**config.mk**
```make
export PLATFORM = sky130hd
export DESIGN_NAME = ras
export DESIGN_NICKNAME = d
export VERILOG_FILES = /design/src/rtl/ras_pkg.sv /design/src/rtl/ras.sv
export SDC_FILE = /design/constraint.sdc
export NUM_CORES = 1
export LEC_CHECK = 0
export BUFFER_PORTS_ARGS = -buffer_cell sky130_fd_sc_hd__buf_2
export CAP_MARGIN = 30
export CORE_MARGIN = 2
export CORE_UTILIZATION = 35
export DETAILED_ROUTE_END_ITERATION = 12
export MAX_ROUTING_LAYER = met4
export SLEW_MARGIN = 20
export SYNTH_ARGS = -nofsm -noshare
export SYNTH_HDL_FRONTEND = slang
export SYNTH_SLANG_ARGS = --single-unit
```
**constraint.sdc**
```tcl
create_clock -name CLK -period 4.09 [get_ports CLK]
set_input_delay 0.818 -clock CLK [delete_from_list [all_inputs] [get_ports CLK]]
set_output_delay 0.818 -clock CLK [all_outputs]
set_load 0.005 [all_outputs]
```
**src/rtl/ras_pkg.sv**
```systemverilog
// Shared constants and the per-cycle operation decode for the return address stack.
package ras_pkg;

  localparam int unsigned RAS_ENTRIES      = 8;
  localparam int unsigned RAS_INDEX_WIDTH  = $clog2(RAS_ENTRIES);
  localparam int unsigned RAS_TARGET_WIDTH = 31;

  typedef enum logic [2:0] {
    OP_IDLE,
    OP_POP,
    OP_PUSH,
    OP_SWAP,
    OP_RESTORE
  } ras_op_e;

endpackage

```
**src/rtl/ras.sv**
```systemverilog
// Return address stack: circular flop array with overwrite-oldest on overflow,
// pointer/occupancy export for checkpointing and pointer-only restore.
module ras #(
  parameter int unsigned RAS_ENTRIES      = ras_pkg::RAS_ENTRIES,
  parameter int unsigned RAS_INDEX_WIDTH  = $clog2(RAS_ENTRIES),
  parameter int unsigned RAS_TARGET_WIDTH = ras_pkg::RAS_TARGET_WIDTH
) (
  input  logic                        CLK,
  input  logic                        nRST,
  input  logic                        push_valid,
  input  logic [RAS_TARGET_WIDTH-1:0] push_address,
  input  logic                        pop_valid,
  input  logic                        update_valid,
  input  logic [RAS_INDEX_WIDTH-1:0]  update_ras_index,
  input  logic [RAS_INDEX_WIDTH:0]    update_ras_count,
  output logic [RAS_TARGET_WIDTH-1:0] pop_target,
  output logic                        pop_empty,
  output logic [RAS_INDEX_WIDTH-1:0]  ras_index,
  output logic [RAS_INDEX_WIDTH:0]    ras_count
);
  import ras_pkg::*;

  localparam int unsigned          CNT_W    = RAS_INDEX_WIDTH + 1;
  localparam logic [CNT_W-1:0]     CNT_FULL = CNT_W'(RAS_ENTRIES);

  logic [RAS_TARGET_WIDTH-1:0] mem [RAS_ENTRIES];
  logic [RAS_INDEX_WIDTH-1:0]  top_index;
  logic [RAS_INDEX_WIDTH-1:0]  top_inc;
  logic [RAS_INDEX_WIDTH-1:0]  top_dec;
  logic [CNT_W-1:0]            count;
  ras_op_e                     op;

  // Power-of-two depth lets the pointer wrap naturally in both directions.
  assign top_inc = top_index + RAS_INDEX_WIDTH'(1);
  assign top_dec = top_index - RAS_INDEX_WIDTH'(1);

  always_comb begin
    op = OP_IDLE;
    if (update_valid)                  op = OP_RESTORE;
    else if (push_valid && pop_valid)  op = OP_SWAP;
    else if (push_valid)               op = OP_PUSH;
    else if (pop_valid && count != '0) op = OP_POP;
  end

  always_ff @(posedge CLK or negedge nRST) begin
    if (!nRST) begin
      mem       <= '{default: '0};
      top_index <= '0;
      count     <= '0;
    end else begin
      unique case (op)
        OP_RESTORE: begin
          top_index <= update_ras_index;
          count     <= (update_ras_count > CNT_FULL) ? CNT_FULL : update_ras_count;
        end
        OP_SWAP: begin
          // Coroutine swap replaces the top in place; pointer stays put.
          mem[top_index] <= push_address;
          if (count == '0) count <= CNT_W'(1);
        end
        OP_PUSH: begin
          mem[top_inc] <= push_address;
          top_index    <= top_inc;
          if (count != CNT_FULL) count <= count + CNT_W'(1);
        end
        OP_POP: begin
          top_index <= top_dec;
          count     <= count - CNT_W'(1);
        end
        default: ;
      endcase
    end
  end

  assign pop_target = mem[top_index];
  assign pop_empty  = (count == '0);
  assign ras_index  = top_index;
  assign ras_count  = count;

endmodule
```
==> flow_summary.yaml <==
outcome:
  status: "completed"
synth:
  syn_area_sq_um: 12100
  synth_cell_types: 52
  synth_nets: 904
  synth_cells: 856
  synth-seq-cells: 255
  synth-seq-area-share: 0.526
  syn_area_per_cell_sq_um: 14.2
  yosysWarnings: 0
setup_path:
  r2r_cells: 7
  required_ps: 3270
  startpoint: "ras_index[0]"
  arrival_ps: 2940
  reg2reg_from: "ras_index[0]"
  worst_setup_path_end_kind: "output port"
  crit_type: "flip-flop to output port"
  crit_fanout: 24
  cp-start-kind: "flip-flop"
routing:
  routed_via_density: 5.24
  drt-pass1-iter-count: 4
  drt_iter0_drc: 411
  wire_per_inst_microns: 22.2
  drt_wl_total_microns: 31700
  drc_errors: 0
  ant_nets: 0
  vias: 7477
cts:
  hold_buffers: 0
  cts.sinks: 255
  cts_buffers: 29
  clock_path_buffers: 3
  clk-insertion-delay-late_ps: 550
  root_buffer: "clkbuf_16"
  clkTransAtPathRegs_ps: 60
  post_cts.repair.setup_buffers: 0
  cts_tree: "yes"
  cts_resized: 0
  htreeDepth: 1
floorplan:
  fp.dieW_microns: 190
  die_y_microns: 190
  fp.dieArea_sq_um: 36200
  initial_core_util: 0.353
  num_rows: 68
  coreArea_sq_um: 34400
  io_pins: 82
timing:
  setup_viol: 0
  hold_viol: 0
  fin_crit_sh: 0.919
  max_slew_margin: 0.413
  whs_ps: 327
  finalSetupTns_ps: 0
  grt_setup_unrepaired: "no"
  drv_slew: 0
  fmax_mhz: 266
  finalClockSkew_ps: 8.26
  max_slew.worst_pin.slew_ps: 876
  min_period_ps: 3760
placement:
  place_area_sq_um: 13100
  io_buffers: 81
  dp.cells: 1369
  hpwl_microns: 20200
  gp_congestion: 0.764
power_and_ir_drop:
  power_w: 0.00989
  p_int_w: 0.00704
  p_sw_frac: 0.288
  p_comb_frac: 0.295
  switching_power_w: 0.00285
  p_leak_nw: 6.38
  p_clk_frac: 0.261
  peakVddDrop_uv: 369
  power_density_nw_per_um2: 701
  power.share.sequential: 0.444
layout:
  mostFrequentLayoutCell: "dfrtp_1"
  multi_input_area_sq_um: 5430
  fill_cells: 3215
  drive_above_1_share: 0.457
  area.growth.synth_to_final_pct: 16.3
  layout_common_cells: "dfrtp_1, mux2_2, buf_2, mux2_4, nand2_1"
  finish.instance_area_sq_um: 14100
  regArea_sq_um: 6390
  nets: 993
  final_cells: 1426
hold_path:
  hold_class: "input port to async pin"
global_routing:
  antenna_found_initial: 3
  grt_pass1_wl_microns: 50100
  grt_use_total: 0.186
  gr-total-overflow: 0
  grt_pass1_vias: 7999
  grt_max_degree: 101
job:
  maxCapViolCount: 0
[flip-flops by register name, indices dropped and copies added (netlist names)]
name / cells
mem: 248
ras_count: 4
ras_index: 3
[metal layers]
metal | vias to the layer above | global-route usage | routed length [microns]
li1 | 3372 | - | -
met1 | 3954 | 0.254 | 14800
met2 | 124 | 0.300 | 15200
met3 | 27 | 0.0269 | 1360
met4 | 0 | 0.0295 | 338
met5 | - | - | 0
[cell usage after synthesis (all sizes together)]
| master | number | area [sq um] |
|---|---|---|
| a221o | 1 | 10.0 |
| and3 | 1 | 6.26 |
| dfrtp | 255 | 6380 |
| a21oi | 10 | 50.1 |
| ha | 4 | 50.1 |
| a31oi | 3 | 18.8 |
| nor2 | 28 | 105 |
| o31ai | 1 | 7.51 |
| o2bb2ai | 4 | 35.0 |
| o41ai | 1 | 27.5 |
| mux4 | 18 | 405 |
| buf | 48 | 299 |
| nor3 | 6 | 35.0 |
| o21ai | 12 | 60.1 |
| a21o | 2 | 15.0 |
| a211oi | 2 | 15.0 |
| o211ai | 3 | 22.5 |
| a211o | 1 | 8.76 |
| a32oi | 2 | 17.5 |
| a221oi | 28 | 245 |
| or3b | 1 | 8.76 |
| clkbuf | 9 | 33.8 |
| or4 | 1 | 7.51 |
| fa | 1 | 20.0 |
| a22oi | 14 | 105 |
| a311oi | 3 | 32.5 |
| nor2b | 1 | 6.26 |
| nand2b | 6 | 37.5 |
| nand3 | 4 | 20.0 |
| a32o | 2 | 20.0 |
| mux2 | 277 | 3340 |
| xnor2 | 3 | 26.3 |
| o221ai | 5 | 43.8 |
| mux2i | 22 | 220 |
| nand2 | 45 | 174 |
| inv | 8 | 30.0 |
| and2 | 3 | 18.8 |
| o32ai | 4 | 35.0 |
| nor4 | 2 | 12.5 |
| o22ai | 13 | 93.8 |
| xor2 | 2 | 25.0 |
[cell families after synthesis]
family,after synthesis,synth area share
simple gates,98,0.0356
fa+ha+maj,5,0.00578
compound gates,111,0.0712
mux,317,0.327
xor+xnor,5,0.00423
flops,255,0.526
buf+inv,65,0.0299
[power groups by stage]
| stage | Clock [W] | Combinational (W) | Sequential (W) |
|---|---|---|---|
| floorplan | 0 | 0.00221 | 0.00419 |
| global placement | 0 | 0.00289 | 0.00437 |
| detailed placement | 0 | 0.00296 | 0.00441 |
| CTS | 0.00265 | 0.00297 | 0.00439 |
| global route | 0.00276 | 0.00319 | 0.00454 |
| finish | 0.00258 | 0.00292 | 0.00439 |
[stage by stage]
stage | utilization | setup slack [ps]
floorplan | - | 1390
global placement | 0.382 | 856
detailed placement | 0.382 | 973
CTS | 0.410 | 365
global route | 0.410 | 249
finish | 0.410 | 331
[final timing paths]
kind | endpoint | slack (ps)
max | pop_target[15] | 330
min in group CLK | mem[168] | 490
max in group asynchronous | mem[12] | 2750
max reg2reg | mem[40] | 980
min reg2reg | mem[168] | 490
min | ras_count[0] | 330
[final cells by class]
type	count	share of cell area
Antenna cell	3	0.000532
Inverter	8	0.00213
Multi-Input combinational cell	536	0.385
Sequential cell	255	0.453
Tap cell	455	0.0404
Clock buffer	42	0.0584
Timing Repair Buffer	115	0.0520
Clock inverter	12	0.00922
[critical path: stages (launching register included)]
cell      delay [ps]
dfrtp_4          660
buf_4            310
buf_4            290
mux2_2           360
a221oi_1         350
o22ai_1          220
buf_2            170
Note: power is estimated with default switching activity, not from simulation.
